[config.mk]
export PLATFORM = sky130hd
export DESIGN_NAME = nzvc_seq_cmp
export DESIGN_NICKNAME = d
export VERILOG_FILES = /design/src/rtl/nzvc_pkg.sv /design/src/rtl/nzvc_slice_cmp.sv /design/src/rtl/nzvc_seq_cmp.sv
export SDC_FILE = /design/constraint.sdc
export NUM_CORES = 1
export LEC_CHECK = 0
export CAP_MARGIN = 20
export CORE_UTILIZATION = 54
export DETAILED_ROUTE_END_ITERATION = 10
export PLACE_DENSITY = 0.84
export SYNTH_ARGS = -nofsm -noshare
export SYNTH_HDL_FRONTEND = slang
export SYNTH_SLANG_ARGS = --single-unit
[constraint.sdc]
create_clock -name clk -period 3.6 [get_ports clk]
set_input_delay 0.9 -clock clk [delete_from_list [all_inputs] [get_ports clk]]
set_output_delay 0.9 -clock clk [all_outputs]
set_load 0.01 [all_outputs]
[src/rtl/nzvc_pkg.sv]
// Shared types for the sequential magnitude comparator: FSM states and the
// condition-flag payload with its builder.
package nzvc_pkg;

  typedef enum logic [1:0] {
    IDLE = 2'd0,
    CMP  = 2'd1,
    DONE = 2'd2
  } state_t;

  typedef struct packed {
    logic hs;
    logic ls;
    logic hi;
    logic lo;
    logic eq;
  } flags_t;

  localparam flags_t FLAGS_CLR = '0;

  // HS/LS are derived here so the invariant holds by construction.
  function automatic flags_t make_flags(input logic gt, input logic lt, input logic eq);
    flags_t f;
    f.hi = gt;
    f.lo = lt;
    f.eq = eq;
    f.hs = gt | eq;
    f.ls = lt | eq;
    return f;
  endfunction

endpackage

[src/rtl/nzvc_slice_cmp.sv]
// Single SLICE-bit unsigned compare slice; gt/lt/eq are one-hot.
module nzvc_slice_cmp #(
  parameter int unsigned SLICE = 4
) (
  input  logic [SLICE-1:0] x,
  input  logic [SLICE-1:0] y,
  output logic             gt,
  output logic             lt,
  output logic             eq
);

  assign gt = (x > y);
  assign lt = (x < y);
  assign eq = (x == y);

endmodule

[src/rtl/nzvc_seq_cmp.sv]
// Sequential unsigned comparator: walks the captured operands MSB slice first
// through one shared slice and stops at the first unequal slice.
module nzvc_seq_cmp
  import nzvc_pkg::*;
#(
  parameter int unsigned WIDTH = 16,
  parameter int unsigned SLICE = 4
) (
  input  logic             clk,
  input  logic             rst_n,
  input  logic             in_valid,
  output logic             in_ready,
  input  logic [WIDTH-1:0] a,
  input  logic [WIDTH-1:0] b,
  input  logic             flush,
  output logic             out_valid,
  input  logic             out_ready,
  output logic             HS,
  output logic             LS,
  output logic             HI,
  output logic             LO,
  output logic             EQ
);

  localparam int unsigned NSLICE = WIDTH / SLICE;
  localparam int unsigned IW     = (NSLICE > 1) ? $clog2(NSLICE) : 1;
  localparam logic [IW-1:0] IDX_TOP = IW'(NSLICE - 1);

  state_t          state, state_n;
  logic [WIDTH-1:0] a_r, b_r, a_n, b_n;
  logic [IW-1:0]    idx, idx_n;
  flags_t           flags, flags_n;
  logic             out_valid_n;

  logic [SLICE-1:0] sx, sy;
  logic             s_gt, s_lt, s_eq;

  assign sx = a_r[32'(idx) * SLICE +: SLICE];
  assign sy = b_r[32'(idx) * SLICE +: SLICE];

  nzvc_slice_cmp #(.SLICE(SLICE)) u_slice (
    .x  (sx),
    .y  (sy),
    .gt (s_gt),
    .lt (s_lt),
    .eq (s_eq)
  );

  // Ready is forced low while reset is asserted, otherwise follows IDLE.
  assign in_ready = rst_n & (state == IDLE);

  // State, operand, index and flag registers.
  always_ff @(posedge clk or negedge rst_n) begin
    if (!rst_n) begin
      state     <= IDLE;
      a_r       <= '0;
      b_r       <= '0;
      idx       <= '0;
      flags     <= FLAGS_CLR;
      out_valid <= 1'b0;
    end else begin
      state     <= state_n;
      a_r       <= a_n;
      b_r       <= b_n;
      idx       <= idx_n;
      flags     <= flags_n;
      out_valid <= out_valid_n;
    end
  end

  // Next-state logic; flush overrides every transition.
  always_comb begin
    state_n     = state;
    a_n         = a_r;
    b_n         = b_r;
    idx_n       = idx;
    flags_n     = flags;
    out_valid_n = out_valid;

    if (flush) begin
      state_n     = IDLE;
      out_valid_n = 1'b0;
      flags_n     = FLAGS_CLR;
    end else begin
      case (state)
        IDLE: begin
          if (in_valid) begin
            a_n     = a;
            b_n     = b;
            idx_n   = IDX_TOP;
            state_n = CMP;
          end
        end
        CMP: begin
          // Decide on the first difference, or on equality at the LSB slice.
          if (s_gt || s_lt || (idx == '0)) begin
            flags_n     = make_flags(s_gt, s_lt, s_eq);
            out_valid_n = 1'b1;
            state_n     = DONE;
          end else begin
            idx_n = idx - IW'(1);
          end
        end
        DONE: begin
          if (out_ready) begin
            out_valid_n = 1'b0;
            state_n     = IDLE;
          end
        end
        default: begin
          state_n     = IDLE;
          out_valid_n = 1'b0;
        end
      endcase
    end
  end

  assign HS = flags.hs;
  assign LS = flags.ls;
  assign HI = flags.hi;
  assign LO = flags.lo;
  assign EQ = flags.eq;

endmodule
==> impl_metrics.yaml <==
status:
  status: "completed"
cells_and_area:
  area_delta_synth_final_pct: 26.2
  fin_util_pct: 73.7
  finalInstanceArea_um2: 2560
  final_cell_mix: "dfrtp_1 (42), clkdlybuf4s50_1 (42), mux2_2 (30)"
  fillerInstances: 261
  final_nets: 227
  drive_gt1_share_pct: 29.6
  antenna_cells: 0
  multi_input_area_um2: 876
  ff_latch_area_um2: 1050
clocking:
  cts_hold_buf: 0
  cts_tree: "built"
  cts_buffer_depth: 2
  cts_buffers: 5
  cts_setup_buffers: 0
  cts.sinks: 42
  root_buffer: "clkbuf_8"
  post_cts_resize_count: 0
  htree_levels: 2
  clkLatencyLatePin_ns: 0.30
  clk_pin_slew_ns: 0.08
route:
  drc: 0
  wirelength_um: 3540
  ant_nets: 0
  drtPass1Iterations: 4
  drt-wirelength-per-cell_um: 15.3
  vias: 1266
  drt_iter0_drc: 47
  vias_per_cell: 5.46
die:
  core_area_um2: 3470
  ios: 44
  die_w_um: 63.3
  die-area_um2: 4000
  start_util_pct: 58.4
  die_h_um: 63.3
  row_count: 21
setup_path:
  r2r.worst_path.cells: 6
  crit_fanout: 11
  path_delay_family: "multiplexers"
  slowest_delay_ns: 0.71
  cp-start-kind: "flip-flop"
  worstSetupEndpointType: "flip-flop"
  cp_cell_sequence: "mux4_2 -> ha_1 -> nor2b_1 -> o211ai_1 -> a2111oi_4 -> mux2i_1"
  ff2ff_setup_slack_ns: 0.86
  crit_type: "reg -> reg"
  path_buf_inv: 0
  cp.arrival_ns: 2.97
  r2r_start: "idx[0]"
  cpMaxStageDelayCell: "dfrtp_1"
  r2r_end: "idx[1]"
  worst_ep_required_time_ns: 3.82
grt:
  grt_pass1_vias: 1435
  grt_max_degree: 43
  antenna_found_initial: 0
  grt_pass1_wl_um: 6230
  grtUsageTotal_pct: 21.0
  gr-total-overflow: 0
power_and_ir_drop:
  p_leak_nw: 1.08
  ir_drop_uv: 311
  p_per_area_nw_per_um2: 505
placement:
  place_congestion: 0.801
  hpwl_um: 2640
  pre_cts_ws_ns: 0.822
  numPortBuffers: 43
  placed_cell_area_um2: 2470
synth:
  synth_top_area_share_pct: 51.9
  avgSynthCellArea_um2: 14.7
  ys_types: 31
  syn_nets: 180
  synth-seq-cells: 42
  ys_seq_area_share_pct: 51.9
  netlist_instances: 138
  synth.area.top_cells: "dfrtp_1 (52%), mux2_2 (17%), mux4_2 (8.9%)"
  yosysWarnings: 0
  synth_area_um2: 2030
  synth_top_cell_by_area: "dfrtp_1"
flow_run:
  drv_cap: 0
sta:
  min_period_ns: 2.74
  post-route-period-util_pct: 76.2
  relSlewSlack_pct: 61.9
  fmax_mhz: 364
  final-max-slew-violation-count: 0
  setup_viol: 0
  rsz0062_at_grt: "no"
  setup_tns_ns: 0
  hold_ws_ns: 0.494
  finClkSkew_ns: 0.00786
  hold_viol_final: 0
  worst_pin_slew_ns: 0.572
  fin_ws_ns: 0.855
min_path:
  hold_class: "reg -> reg"
  hold_path_startpoint: "b_r[15]"
  holdPathStages: 1
  hold_path_end: "b_r[15]"
[stage by stage]
stage / std cells / power, mW
2_1_floorplan: 138 / 0.865
3_3_place_gp: 224 / 0.969
3_5_place_dp: 224 / 0.995
4_1_cts: 232 / 1.30
5_1_grt: 232 / 1.36
6_report: 232 / 1.29
[synthesized netlist by cell type]
master / count
a2111oi_4: 1
mux2i_1: 2
mux2_2: 30
nor3_1: 1
nor3b_1: 1
a32oi_1: 1
and3_1: 1
clkbuf_8: 1
o211ai_1: 3
a211oi_1: 2
a221oi_1: 1
nor4b_4: 1
nor2b_1: 2
ha_1: 5
o21ai_0: 4
o2111ai_1: 1
nand3_1: 1
nor2_1: 4
buf_6: 4
mux2_1: 2
and2_2: 2
nand2_4: 1
nand4_1: 1
inv_1: 11
and2b_2: 1
a21oi_1: 1
nand2_1: 1
or2_2: 1
mux4_2: 8
a32o_1: 1
dfrtp_1: 42
[layer usage]
metal	wire length, um	part of all wire (%)	up-vias	track usage [%]
met5	0	0	-	0
met4	68	1.9	0	9.94
met3	163	4.6	8	6.52
met2	1830	52	34	35.9
met1	1480	42	623	23.7
li1	-	-	601	-
[cell type report]
type	instances	area share, %
clock buffer	7	3.38
tap	46	2.25
multi-input combinational	80	34.2
clock inverter	1	0.196
timing repair buffer	45	17.2
inverter	11	1.61
sequential	42	41.1
[power by group]
| group | leakage, nW | switching, mW | internal, mW |
|---|---|---|---|
| logic | 0.532 | 0.143 | 0.212 |
| registers | 0.502 | 0.0584 | 0.568 |
| clock network | 0.0482 | 0.155 | 0.155 |
[state kept, by name, summed over array words and instances, names as in the netlist, 2 cells and up]
name / cells
a_r: 16
b_r: 16
idx: 2
state: 2
[worst max-delay path by stage]
stage / start / to / slack [ns] / cells past startpoint
after floorplan: idx[0] / state[0] / 1.23 / 7
after global placement: idx[0] / state[0] / 0.91 / 7
final: idx[0] / idx[1] / 0.86 / 6
after CTS: idx[0] / idx[1] / 0.79 / 6
after global routing: idx[0] / idx[1] / 0.62 / 6
after detailed placement: idx[0] / idx[1] / 0.82 / 6
[cells by family (layout without fill, tap and decap cells)]
logic type,after synthesis,in the layout,synth area share [%]
AOI/OAI and AO/OA,15,15,6.23
DFF,42,42,51.9
adders and majority gates,5,5,3.09
muxes,42,42,27.7
buffers and inverters,16,64,4.94
and+or+nand+nor,18,18,6.23
Note: power is estimated with default switching activity, not from simulation.
